### config.mk
export PLATFORM = sky130hd
export DESIGN_NAME = tt_core_sequencer
export DESIGN_NICKNAME = d
export VERILOG_FILES = /design/src/rtl/tt_core_pkg.sv /design/src/rtl/tt_core_sequencer_byte_serializer.sv /design/src/rtl/tt_core_sequencer.sv
export SDC_FILE = /design/constraint.sdc
export NUM_CORES = 1
export LEC_CHECK = 0
export ABC_AREA = 1
export CORE_ASPECT_RATIO = 0.75
export CORE_MARGIN = 4
export CORE_UTILIZATION = 50
export DETAILED_ROUTE_END_ITERATION = 10
export GPL_TIMING_DRIVEN = 0
export PLACE_DENSITY = 0.82
export SYNTH_ARGS = -nofsm -noshare
export SYNTH_HDL_FRONTEND = slang
export SYNTH_SLANG_ARGS = --single-unit
### constraint.sdc
create_clock -name clk -period 1.7 [get_ports clk]
set_input_delay 0.17 -clock clk [delete_from_list [all_inputs] [get_ports clk]]
set_output_delay 0.17 -clock clk [all_outputs]
set_load 0.05 [all_outputs]
### src/rtl/tt_core_pkg.sv
// Shared types and constants for the byte-serial core sequencer.
// Holds the sequencer state encoding and the default widths.
package tt_core_pkg;

  localparam int XLEN   = 32;
  localparam int BYTE_W = 8;
  localparam int NBYTES = XLEN / BYTE_W;

  typedef enum logic [1:0] {
    LOAD  = 2'd0,
    EXEC  = 2'd1,
    DRAIN = 2'd2
  } state_t;

  // A one-byte word still needs a 1-bit index so the counters stay declarable.
  function automatic int idx_w(input int n);
    return (n > 1) ? $clog2(n) : 1;
  endfunction

  localparam int IDX_W = idx_w(NBYTES);

endpackage

### src/rtl/tt_core_sequencer_byte_serializer.sv
// Holds a captured XLEN-wide result and streams it out LSB byte first
// over a valid/ready handshake.
module tt_core_sequencer_byte_serializer #(
  parameter int XLEN   = tt_core_pkg::XLEN,
  parameter int BYTE_W = tt_core_pkg::BYTE_W
) (
  input  logic              clk,
  input  logic              rst,
  input  logic              load,
  input  logic              arm,
  input  logic [XLEN-1:0]   data,
  input  logic              out_ready,
  output logic [BYTE_W-1:0] byte_out,
  output logic              out_valid,
  output logic              last_beat
);

  localparam int NBYTES = XLEN / BYTE_W;
  localparam int IDX_W  = tt_core_pkg::idx_w(NBYTES);
  localparam logic [IDX_W-1:0] LAST_IDX = IDX_W'(NBYTES - 1);

  logic [XLEN-1:0]  data_q;
  logic [IDX_W-1:0] oidx;

  assign last_beat = out_valid && out_ready && (oidx == LAST_IDX);

  always_ff @(posedge clk) begin
    if (rst) begin
      data_q    <= '0;
      oidx      <= '0;
      out_valid <= 1'b0;
    end else if (load) begin
      // The result is always captured; arm decides whether it is streamed.
      data_q    <= data;
      oidx      <= '0;
      out_valid <= arm;
    end else if (out_valid && out_ready) begin
      if (last_beat) begin
        oidx      <= '0;
        out_valid <= 1'b0;
      end else begin
        oidx <= oidx + IDX_W'(1);
      end
    end
  end

  // data_q and oidx only move on a beat, so byte_out is stable while stalled.
  always_comb begin
    byte_out = '0;
    for (int b = 0; b < NBYTES; b++) begin
      if (oidx == IDX_W'(b)) byte_out = data_q[b*BYTE_W +: BYTE_W];
    end
  end

endmodule

### src/rtl/tt_core_sequencer.sv
// Byte-serial front end for the single-cycle datapath: loads an instruction
// byte by byte, steps the core once, then streams the ALU result back out.
module tt_core_sequencer #(
  parameter int XLEN     = tt_core_pkg::XLEN,
  parameter int BYTE_W   = tt_core_pkg::BYTE_W,
  parameter bit DRAIN_EN = 1'b1
) (
  input  logic              clk,
  input  logic              rst,
  input  logic [BYTE_W-1:0] byte_in,
  input  logic              byte_valid,
  output logic              byte_ready,
  output logic [XLEN-1:0]   instr,
  output logic              core_step,
  input  logic [XLEN-1:0]   alu_result,
  input  logic              core_we,
  output logic [BYTE_W-1:0] byte_out,
  output logic              out_valid,
  input  logic              out_ready,
  output logic              we_flag,
  output logic [15:0]       instr_count,
  output logic              busy
);

  import tt_core_pkg::state_t;
  import tt_core_pkg::LOAD;
  import tt_core_pkg::EXEC;
  import tt_core_pkg::DRAIN;

  localparam int NBYTES = XLEN / BYTE_W;
  localparam int IDX_W  = tt_core_pkg::idx_w(NBYTES);
  localparam logic [IDX_W-1:0] LAST_IDX = IDX_W'(NBYTES - 1);

  state_t           state;
  logic [IDX_W-1:0] idx;
  logic [XLEN-1:0]  shadow;
  logic [XLEN-1:0]  shadow_next;
  logic             beat;
  logic             drain_done;

  assign byte_ready = (state == LOAD);
  assign busy       = (state != LOAD);
  assign beat       = byte_valid && byte_ready;

  // NOTE: every variable written in always_comb gets a default first, so no
  // path leaves it unassigned and no latch is inferred.
  always_comb begin
    shadow_next = shadow;
    for (int b = 0; b < NBYTES; b++) begin
      if (idx == IDX_W'(b)) shadow_next[b*BYTE_W +: BYTE_W] = byte_in;
    end
  end

  // NOTE: sequential state uses non-blocking assignments only, so every
  // register samples the pre-edge values regardless of statement order.
  always_ff @(posedge clk) begin
    if (rst) begin
      state       <= LOAD;
      idx         <= '0;
      shadow      <= '0;
      instr       <= '0;
      core_step   <= 1'b0;
      we_flag     <= 1'b0;
      instr_count <= '0;
    end else begin
      core_step <= 1'b0;
      case (state)
        LOAD: begin
          if (beat) begin
            shadow <= shadow_next;
            if (idx == LAST_IDX) begin
              idx       <= '0;
              instr     <= shadow_next;
              core_step <= 1'b1;
              state     <= EXEC;
            end else begin
              idx <= idx + IDX_W'(1);
            end
          end
        end
        EXEC: begin
          // The core commits on this same edge; record its side effects.
          we_flag     <= core_we;
          instr_count <= instr_count + 16'd1;
          state       <= DRAIN_EN ? DRAIN : LOAD;
        end
        DRAIN: begin
          if (drain_done) state <= LOAD;
        end
        default: state <= LOAD;
      endcase
    end
  end

  tt_core_sequencer_byte_serializer #(
    .XLEN   (XLEN),
    .BYTE_W (BYTE_W)
  ) u_serializer (
    .clk       (clk),
    .rst       (rst),
    .load      (state == EXEC),
    .arm       (DRAIN_EN),
    .data      (alu_result),
    .out_ready (out_ready),
    .byte_out  (byte_out),
    .out_valid (out_valid),
    .last_beat (drain_done)
  );

endmodule
# After elaboration in Yosys (flattened, before gate mapping)
# Index checks and enable logic that the tools add are counted.
[word_totals] output_inout_bits=61 register_bits=121 wordCells=59 in_bits=45
[classes] bitwise_logic=2 addsub=3 reduce_logical=15 eq_ne=11 n_mux=18
[ops] cell="2-to-1 mux 8 bit" n=8
[ops] cell="adder 16 x 1 -> 16 bit (second input constant)" n=1
[ops] cell="== test 2 bit (second input constant)" n=5
[ops] cell="2-to-1 mux 2 bit" n=5
[ops] cell="== test 2 x 1 -> 1 bit (second input constant)" n=3
[ops] cell="zero test 2 bit" n=3
[ops] cell="case mux 2 bit (3 select lines)" n=1
[ops] cell="AND reduction 3 bit" n=2
[ops] cell="nonzero test 2 bit" n=3
[ops] cell="adder 2 x 1 -> 2 bit (second input constant)" n=2
[ops] cell="2-to-1 mux 1 bit" n=4
[ops] cell="inequality test 2 x 1 -> 1 bit (second input constant)" n=2
[ops] cell="AND reduction 2 bit" n=2
[ops] cell="logical AND 1 bit" n=3
[ops] cell="OR reduction 3 bit" n=1
[ops] cell="inequality test 2 bit (second input constant)" n=1
[ops] cell="inverter 1 bit" n=2
[ops] cell="OR reduction 2 bit" n=1

# Longest topological paths before layout
[logic_depth] depth_word=5 mapped_depth=8 depth_no_buf=8

# By module
# Synthesis repeated with hierarchy kept, for this count alone.
[unflattened] cells_unflattened=632 area_unflattened_um2=4867.2
[modules_own_cells] mod="tt_core_sequencer" n_inst=1 area_per_inst_um2=3278.1 seq_area_each_um2=1561.5 cells_each=408
[modules_own_cells] mod="tt_core_sequencer_byte_serializer" n_inst=1 area_per_inst_um2=1589.0 seq_area_each_um2=700.7 cells_each=224

# Least setup slack after synthesis
# Ideal clock, no wire load.
[synth_timing] path_type="register -> output" from="register u_serializer.oidx[1]" to="output byte_out[0]" t_arrival_ns=1.864 t_required_ns=1.530 path_slack_ns=-0.334 path_buffers=1 stages_incl_launch_ff=7 cell_sequence="dfxtp_1 inv_1 ha_1 inv_1 clkbuf_1 o211ai_1 a21oi_1"
[synth_between] elab_chain_len=5 word_cells_on_any_way=8 classes_between="eq/ne: 3; mux: 4; reduce/logical: 1"
[synth_lines] element="from (decl)" line_no="tt_core_sequencer_byte_serializer.sv:23" text="logic [IDX_W-1:0] oidx;"
[synth_lines] element="from (signal assigned)" line_no="tt_core_sequencer_byte_serializer.sv:42" text="oidx <= oidx + IDX_W'(1);"
[synth_lines] element="zero test 2 bit" line_no="tt_core_sequencer_byte_serializer.sv:51" text="if (oidx == IDX_W'(b)) byte_out = data_q[b*BYTE_W +: BYTE_W];"
[synth_lines] element="2-to-1 mux 8 bit (3 in series)" line_no="tt_core_sequencer_byte_serializer.sv:51"
[synth_lines] element="2-to-1 mux 8 bit (*)" line_no="tt_core_sequencer_byte_serializer.sv:51"
[synth_lines] element="to (decl)" line_no="tt_core_sequencer.sv:17" text="output logic [BYTE_W-1:0] byte_out,"
# Every way passes the cells marked *; elsewhere a longest branch is shown, timed or not.

# Final worst setup path
[layout_timing] from="register u_serializer.oidx[1]" to="output byte_out[7]"
# The elaborated chain is that of the path after synthesis.

==> metrics.txt <==
Clock Latency Late Sink 0.41 ns; Setup Viol. Count Final 8; Vias/cell 5.43; register bit total from synthesis 113; clock sinks 113; first-pass GRT wire length 23100 um; vias after detailed routing 4879; CTS max path bufs 2; I/O pin cnt 106; unrepaired setup endpoints after global routing yes; DRC errors left 0; Critical Path Fanout Max 5; hold slack 0.386 ns; Hold/Removal Path Class primary input to flip-flop; Slowest-stage cell, CP dfxtp_4; Lkg Pwr 2.91 nW; worst path bufs/invs 4; initial antenna violation count 0; crit share post-route 111%; Core Footprint 9230 um^2; Mapped Area 4820 um^2; CTS root buffer clkbuf_16; Simple-Gate Fraction of Synth Area 23.3%; Yosys cell types 31; Setup TNS -1.33 ns; compound-cell area share of the yosys netlist 18.8%; n_diodes 0; Final Hold Viols 0; final worst setup slack -0.180 ns; Required @ worst endpoint 1.53 ns; crit start category flip-flop; Worst-Margin Slew 0.739 ns; Synth warnings 0; Max-Slew Margin vs Limit 50.7%; Remaining Overflow, GRT 0; top post-synthesis cells by area dfxtp_1 47%, nor2_1 9.2%, o21ai_0 7.3%; dpl ws -0.810 ns; wirelength, routed 14100 um; post-synthesis mux area share 0%; Worst-path clk slew 0.05 ns; top cell type's share of synthesized area 46.9%; crit path cell chain inv_4, ha_4, inv_4, clkbuf_8, o211ai_1, a21oi_4, buf_6; r2r setup slk 0.12 ns; CTS tree done; failing checks setup timing; TritonCTS Buffers 17; run status finished with violations; htree depth 4; num rows 30; type of the worst setup path flip-flop to primary output; die width 121 um; PwrDens 1040 nW/um^2; cell family with most CP delay buffers and inverters; Synthesized Nets 689; share of cells above drive strength 1 14.7%; wire per inst 15.7 um; Port Buf Inserts 105; Tot GR Track Use 25.7%; max incr delay on CP 0.36 ns; Clock Skew 0.00693 ns; DRT iter0 DRCs 437; CP most frequent cell inv_4; Mapped Cells 635; starting density of the core 52.2%; Data arrival, critical path 1.71 ns; First-pass DRT Iterations 5; Synth area leader dfxtp_1; routability cong. 0.888; largest family of logic cells by synthesized area simple AND/OR/NAND/NOR gates; placed cells 868; vias in the first global route 4732; Synth Area in XOR/XNOR 0.363%; pin count of the biggest net entering global routing 17; Non-Filler Instances 899; Syn-to-layout area delta 40.9%; Max Freq 0.532 GHz; MaxCap Viol Count 0; register area share after synthesis 46.9%; Final Max Slew Viols 0; Die Y 93.1 um; Post-DP HPWL 9840 um; Post-DP Area 6120 um^2; most frequent cells in the layout 111 x dfxtp_1, 110 x nor2_1, 91 x nand2_1; commonest non-fill, non-tap cell in the layout dfxtp_1; fin area 6800 um^2; synthesized area per cell 7.59 um^2; Synth Area in Adders 2.34%; nets 813; antenna-violating nets left 0; worst vdd ir 0.000576 V; post-layout min period 1.88 ns; Crit. End Element primary output; Die ar. 11300 um^2
## sequential cells by signal, summed over array words and instances, names as in the netlist, 2 cells and up
register	count
instr	32
state	2
u_serializer.data_q	32
idx	2
instr_count	16
u_serializer.oidx	2
shadow	24
## layer usage
| metal | vias up | part of all wire, % | GRT usage, % |
|---|---|---|---|
| li1 | 2348 | - | - |
| met1 | 2291 | 45 | 35.4 |
| met2 | 214 | 46 | 39.1 |
| met3 | 26 | 8.4 | 7.01 |
| met4 | 0 | 1.2 | 8.40 |
| met5 | - | 0 | 0 |
## worst min-delay path: stages
cell and delay [ns]:
clkdlybuf4s50_1 0.39, o21ai_0 0.15, nor2_1 0.04
## report_power, final
| group | internal [mW] | switching [mW] | leakage [nW] |
|---|---|---|---|
| clock | 2.45 | 1.18 | 0.294 |
| sequential | 2.73 | 0.0433 | 0.918 |
| combinational | 0.262 | 0.415 | 1.70 |
| total | 5.44 | 1.63 | 2.91 |
## repair_timing
item / in CTS / in global routing
hold buffers: 0 / 0
gates cloned: 1 / 0
endpoints found under the setup margin: 60 / 53
hold endpoints to repair: 0 / 0
pin swaps: 5 / 7
gates resized for setup: 136 / 13
setup buffers: 3 / 0
## cell families after synthesis
kind of cell    after synthesis
flops                       113
xor+xnor                      2
compound gates              159
fa+ha+maj                     9
buf+inv                      85
simple gates                267
## synthesized netlist by cell type
cell type  count
a21oi_2        1
o21ai_1       16
nand2_1       91
a21oi_1       47
nand3_2        2
nand3_1       44
buf_6          4
inv_2          3
a211oi_2       9
buf_2         15
nand4_2        1
dfxtp_1      113
clkinv_1       1
clkbuf_2       2
o21ai_0       70
clkbuf_1      13
buf_8          1
buf_1          2
inv_1         39
buf_4          5
nand4_1        5
o21a_1         1
o211ai_1       8
nor2_4         3
xor2_1         2
and2_1         1
nor2_1       118
nor3b_1        1
a211oi_1       7
nand2_2        1
ha_1           9
## final cells by class
cell class / instances / area [um^2]
fill: 711 / 2440
multi-input combinational: 437 / 2320
sequential: 113 / 2270
timing repair buffer: 109 / 1030
clock buffer: 26 / 499
buffer: 38 / 238
inverter: 43 / 181
tap: 128 / 160
clock inverter: 5 / 100
## worst paths after layout
kind | start | cells after the start | to
worst min-delay path | alu_result[31] | 3 | u_serializer.data_q[31]$_SDFFE_PP0P_
worst max register to register | idx[0]$_SDFFE_PP0P_ | 7 | instr[5]$_SDFFE_PP0P_
worst max-delay path | u_serializer.oidx[1]$_SDFFE_PP0P_ | 7 | byte_out[7]
worst min register to register | shadow[3]$_SDFFE_PP0P_ | 2 | shadow[3]$_SDFFE_PP0P_
## metrics by stage
step	power, mW	utilization (%)
final	7.07	73.6
after global routing	7.29	73.6
after CTS	7.07	73.4
after detailed placement	3.48	66.3
after global placement	3.46	66.3
after floorplan	3.23	-
Note: power is estimated with default switching activity, not from simulation.
